==> config.mk <==
export PLATFORM = sky130hd
export DESIGN_NAME = fetch_unit
export DESIGN_NICKNAME = d
export VERILOG_FILES = /design/src/rtl/fetch_unit.sv
export SDC_FILE = /design/constraint.sdc
export NUM_CORES = 1
export LEC_CHECK = 0
export BUFFER_PORTS_ARGS = -buffer_cell sky130_fd_sc_hd__buf_2
export CAP_MARGIN = 30
export CELL_PAD_IN_SITES_DETAIL_PLACEMENT = 1
export CELL_PAD_IN_SITES_GLOBAL_PLACEMENT = 2
export CORE_ASPECT_RATIO = 1.5
export CORE_UTILIZATION = 35
export DETAILED_ROUTE_END_ITERATION = 12
export GPL_TIMING_DRIVEN = 0
export HOLD_SLACK_MARGIN = 0.06
export PLACE_DENSITY_LB_ADDON = 0.1
export SLEW_MARGIN = 30
export SYNTH_ARGS = -nofsm -noshare
export SYNTH_HDL_FRONTEND = slang
export SYNTH_SLANG_ARGS = --single-unit
==> constraint.sdc <==
create_clock -name clock -period 4 [get_ports clock]
set_input_delay 0.2 -clock clock [delete_from_list [all_inputs] [get_ports clock]]
set_output_delay 0.2 -clock clock [all_outputs]
set_load 0.05 [all_outputs]
==> src/rtl/fetch_unit.sv <==
// Instruction fetch: one request in flight, a one-entry skid, branch squash.
// FETCH_PERF_CNT_EN adds a saturating fetch_count output.
module fetch_unit (
  input  logic        clock,
  input  logic        reset,
  input  logic        exec,
  output logic        imem_req,
  output logic [15:0] imem_addr,
  input  logic        imem_ack,
  input  logic [15:0] imem_rdata,
  input  logic        branch_taken,
  input  logic [15:0] branch_target,
  input  logic        stall,
  output logic [15:0] instr,
  output logic [15:0] instr_pc,
  output logic        instr_valid,
  output logic        halted
`ifdef FETCH_PERF_CNT_EN
  ,
  output logic [15:0] fetch_count
`endif
);

  typedef enum logic [1:0] {
    IDLE,
    FETCH,
    HALT
  } state_t;

  state_t      state, state_n;
  logic [15:0] pc, pc_n;
  logic [15:0] instr_n, instr_pc_n;
  logic        valid_n;
  logic        skid_valid, skid_valid_n;
  logic [15:0] skid_data, skid_data_n;
  logic [15:0] skid_pc, skid_pc_n;
  logic        req_n;
  logic [15:0] addr_n;
  logic        squash, squash_n;
  logic        br, ack_acc, ack_ok, load, hlt;

  // Next-state, datapath and request decisions; branch outranks everything.
  always_comb begin
    br           = branch_taken && (state != HALT);
    ack_acc      = imem_req && imem_ack;
    ack_ok       = ack_acc && !squash && !br;
    state_n      = state;
    pc_n         = pc;
    instr_n      = instr;
    instr_pc_n   = instr_pc;
    valid_n      = instr_valid;
    skid_valid_n = skid_valid;
    skid_data_n  = skid_data;
    skid_pc_n    = skid_pc;
    req_n        = 1'b0;
    addr_n       = imem_addr;
    squash_n     = 1'b0;
    load         = 1'b0;

    if (ack_ok)
      pc_n = pc + 16'd1;

    if (br) begin
      pc_n         = branch_target;
      instr_n      = 16'h0000;
      valid_n      = 1'b0;
      skid_valid_n = 1'b0;
    end else if (skid_valid && !stall) begin
      instr_n      = skid_data;
      instr_pc_n   = skid_pc;
      valid_n      = 1'b1;
      skid_valid_n = 1'b0;
      load         = 1'b1;
    end else if (ack_ok && (!instr_valid || !stall)) begin
      instr_n    = imem_rdata;
      instr_pc_n = imem_addr;
      valid_n    = 1'b1;
      load       = 1'b1;
    end else if (ack_ok) begin
      skid_valid_n = 1'b1;
      skid_data_n  = imem_rdata;
      skid_pc_n    = imem_addr;
    end else if (instr_valid && !stall) begin
      instr_n = 16'h0000;
      valid_n = 1'b0;
    end

    hlt = load && (instr_n[15:14] == 2'b11) && (instr_n[7:4] == 4'hF);

    unique case (state)
      IDLE:    if (exec) state_n = FETCH;
      FETCH:   if (hlt)  state_n = HALT;
      HALT:    if (exec) state_n = FETCH;
      default: state_n = IDLE;
    endcase

    // A pending request holds address; a branch marks its data for discard.
    if (imem_req && !imem_ack) begin
      req_n    = 1'b1;
      addr_n   = imem_addr;
      squash_n = squash || br;
    end else if (state_n == FETCH && !skid_valid_n &&
                 (!valid_n || !stall)) begin
      req_n  = 1'b1;
      addr_n = pc_n;
    end
  end

  // State and output registers.
  always_ff @(posedge clock or posedge reset) begin
    if (reset) begin
      state       <= IDLE;
      pc          <= 16'h0000;
      instr       <= 16'h0000;
      instr_pc    <= 16'h0000;
      instr_valid <= 1'b0;
      skid_valid  <= 1'b0;
      skid_data   <= 16'h0000;
      skid_pc     <= 16'h0000;
      imem_req    <= 1'b0;
      imem_addr   <= 16'h0000;
      squash      <= 1'b0;
    end else begin
      state       <= state_n;
      pc          <= pc_n;
      instr       <= instr_n;
      instr_pc    <= instr_pc_n;
      instr_valid <= valid_n;
      skid_valid  <= skid_valid_n;
      skid_data   <= skid_data_n;
      skid_pc     <= skid_pc_n;
      imem_req    <= req_n;
      imem_addr   <= addr_n;
      squash      <= squash_n;
    end
  end

  assign halted = (state == HALT);

`ifdef FETCH_PERF_CNT_EN
  // Count instructions entering instr, saturating at all-ones.
  always_ff @(posedge clock or posedge reset) begin
    if (reset)
      fetch_count <= 16'h0000;
    else if (load && fetch_count != 16'hFFFF)
      fetch_count <= fetch_count + 16'd1;
  end
`endif

endmodule

==> flow_summary_export.csv <==
group,metric,value,unit
cts,clk_latency,0.35,ns
synth,synth.avg_cell_area,10.9,sq um
timing,worstMarginPinSlew,0.805,ns
synth,ys_seq_elements,102,
route,drt_iter0_drc,115,
die,die_area,0.0137,sq mm
worst_setup_path,cp.arrival,3.01,ns
synth,synth_area_leader_cell,"dfrtp_1",
timing,slew_headroom,0.461,
global_route,gr-total-overflow,0,
placed_design,dpl.hpwl,9.35,mm
cts,cts_tree,"yes",
timing,period_needed,2.79,ns
synth,syn_area,0.00464,sq mm
timing,max_freq,359,MHz
synth,ys_seq_area_frac,0.550,
placed_design,place.gp.congestion,0.794,
synth,yosysTopAreaCellShare,0.550,
route,drt-pass1-iter-count,4,
cts,postCtsSetupBuffers,0,
die,rows,51,
route,wl,12.8,mm
timing,setup_viol,0,
die,initial_utilization,0.358,
timing,timing.final.ws_setup,1.21,ns
global_route,grt_pass1_wl,20.3,mm
die,die_x,96.0,um
cts,cts_root_buf,"clkbuf_16",
placed_design,io_buffers,88,
worst_setup_path,critPathKind,"flip-flop to flip-flop",
global_route,antenna_found_initial,0,
synth,ys_types,43,
synth,synth.area.top_cells,"dfrtp_1 (55%), mux2_2 (9.2%), nand2_1 (5.3%)",
layout,diodes,0,
timing,drv_slew,0,
synth,ys.warnings.count,0,
worst_setup_path,endpoint_kind,"flip-flop",
placed_design,post_dp_cell_area,0.00531,sq mm
route,drc,0,
route,avgViaCountPerCell,5.13,
cts,cts_buffer_depth,2,
flow_run,drv_cap,0,
pwr,ir_drop,0.202,mV
route,dr_total_vias,3533,
layout,fin_nets,566,
die,design.core.area,0.0130,sq mm
worst_setup_path,required,4.23,ns
route,antenna_left,0,
worst_setup_path,worst-path-max-fanout,10,
synth,synthCells,425,
pwr,p_leak,2.53,nW
global_route,grt.total_usage,0.201,
synth,synth_edf_count,0,
synth,syn_nets,464,
die,die_h,143,um
min_path,hold_class,"input pin to flip-flop",
synth,postSynth.asyncResetShare,1.00,
timing,finalSetupTns,0,ns
placed_design,place_ws,1.20,ns
layout,area_growth,20.6,%
cts,clock-sinks,102,
global_route,grt_max_degree,63,
synth,synthFlopType,"dfrtp_1",
timing,finalClockSkew,0.00968,ns
global_route,grt_pass1_vias,3744,
cts,numCtsBuffers,9,
synth,synth_commonest_cells,"dfrtp_1 (102), nand2_1 (66), mux2_2 (38)",
route,wl_per_cell,18.5,um
layout,fin_area,0.00559,sq mm
cts,path_clk_slew,0.07,ns
layout,final_layout_size_suffix_gt1_frac,0.304,
cts,cts_htree_levels,3,
die,ios,89,
pwr,power_density,604,mW/mm^2
synth,yosysMostFrequentCell,"dfrtp_1",
worst_setup_path,cp-start-kind,"flip-flop",
timing,rsz0062_at_grt,"no",
timing,fin_crit_sh,0.697,
status,outcome,"completed",
timing,hold_viol,0,
[report_power, final]
part / switching [mW] / internal, mW
sequential: 0.174 / 1.29
combinational: 0.743 / 0.356
clock: 0.381 / 0.434
total: 1.30 / 2.08
[cells in the final DEF (no fill, tap or decap), types with 2 or more instances in the layout]
| master | instances |
|---|---|
| nor2b_1 | 4 |
| inv_1 | 9 |
| o21ai_0 | 24 |
| nor3_1 | 15 |
| nor2_1 | 33 |
| o32ai_1 | 2 |
| a211oi_1 | 4 |
| a21oi_1 | 6 |
| clkbuf_1 | 20 |
| nand4_1 | 3 |
| nor4_1 | 3 |
| o221ai_1 | 3 |
| mux2_2 | 38 |
| dlygate4sd3_1 | 2 |
| a22oi_1 | 10 |
| nand2b_1 | 3 |
| a31oi_1 | 18 |
| inv_6 | 2 |
| xor2_1 | 3 |
| mux2i_1 | 2 |
| o22ai_1 | 2 |
| nand3b_1 | 3 |
| buf_2 | 91 |
| o211a_1 | 2 |
| mux2_4 | 11 |
| nand2_1 | 66 |
| dfrtp_1 | 102 |
| nand3_1 | 8 |
| clkbuf_16 | 9 |
| xnor2_1 | 12 |
[what timing repair did]
item | 4_1_cts | 5_1_grt
gates resized for setup | 0 | 0
hold buffers | 2 | 0
endpoints found under the hold margin | 41 | 0
setup endpoints to repair | 0 | 0
[final timing paths]
kind | start | cells past startpoint | slack, ns | to
setup / recovery | instr_valid$_DFF_PP0_ | 7 | 1.21 | imem_addr[6]$_DFFE_PP0P_
hold / removal | imem_ack | 2 | 0.09 | imem_req$_DFF_PP0_
setup reg to reg | instr_valid$_DFF_PP0_ | 7 | 1.21 | imem_addr[6]$_DFFE_PP0P_
hold reg to reg | instr[11]$_DFFE_PP0P_ | 2 | 0.48 | instr[11]$_DFFE_PP0P_
max in group asynchronous | reset | 4 | 2.95 | pc[5]$_DFF_PP0_
min in group asynchronous | reset | 3 | 0.42 | instr_pc[12]$_DFFE_PP0P_
[cell type report]
cell class              count  area (sq um)
clock buffers              11           243
multi-input cells         290          1950
plain buffers              23           101
inverters                  10          42.5
well taps                 159           199
fillers                  1472          7360
flip-flops and latches    102          2550
clock inverters             3          21.3
repair buffers             91           488
[cells by family (layout without fill, tap and decap cells)]
group	Yosys count	after routing	synth area share
xor gates and xnor gates	15	15	0.0283
DFF	102	102	0.550
buffers and inverters	33	138	0.0300
AOI/OAI and AO/OA	79	79	0.118
muxes	51	51	0.132
and+or+nand+nor	144	144	0.139
adders and majority gates	1	1	0.00270
[worst max-delay path, cell delays in order, from the launching register on]
cell	delay (ns)
dfrtp_1	0.49
mux2_4	0.35
o32a_1	0.33
a2111oi_4	0.35
nand4_2	0.22
o21ai_4	0.41
buf_8	0.22
mux2_4	0.30
[sequential cells by signal, summed over array words and instances, names as in the netlist]
signal and flops:
imem_req 1, squash 1, instr 16, skid_data 16, imem_addr 16, pc 16
state 2, instr_valid 1, instr_pc 16, skid_pc 16, skid_valid 1
[metrics by stage]
| stage | total power [mW] | instances | util | hold slack, ns |
|---|---|---|---|---|
| final | 3.38 | 689 | 0.432 | 0.0922 |
| after global routing | 3.56 | 689 | 0.432 | 0.101 |
| after CTS | 3.42 | 689 | 0.432 | 0.0904 |
| after detailed placement | 2.60 | 673 | 0.410 | 0.245 |
| after global placement | 2.56 | 672 | 0.407 | 0.413 |
| after floorplan | 2.30 | 425 | - | 0.294 |
[per-layer routing]
layer | share of wire | global-route usage
met2 | 0.55 | 0.362
met3 | 0.027 | 0.0373
met5 | 0 | 0
met1 | 0.41 | 0.237
met4 | 0.015 | 0.0644
No activity file was read; power rests on OpenSTA's default activity.
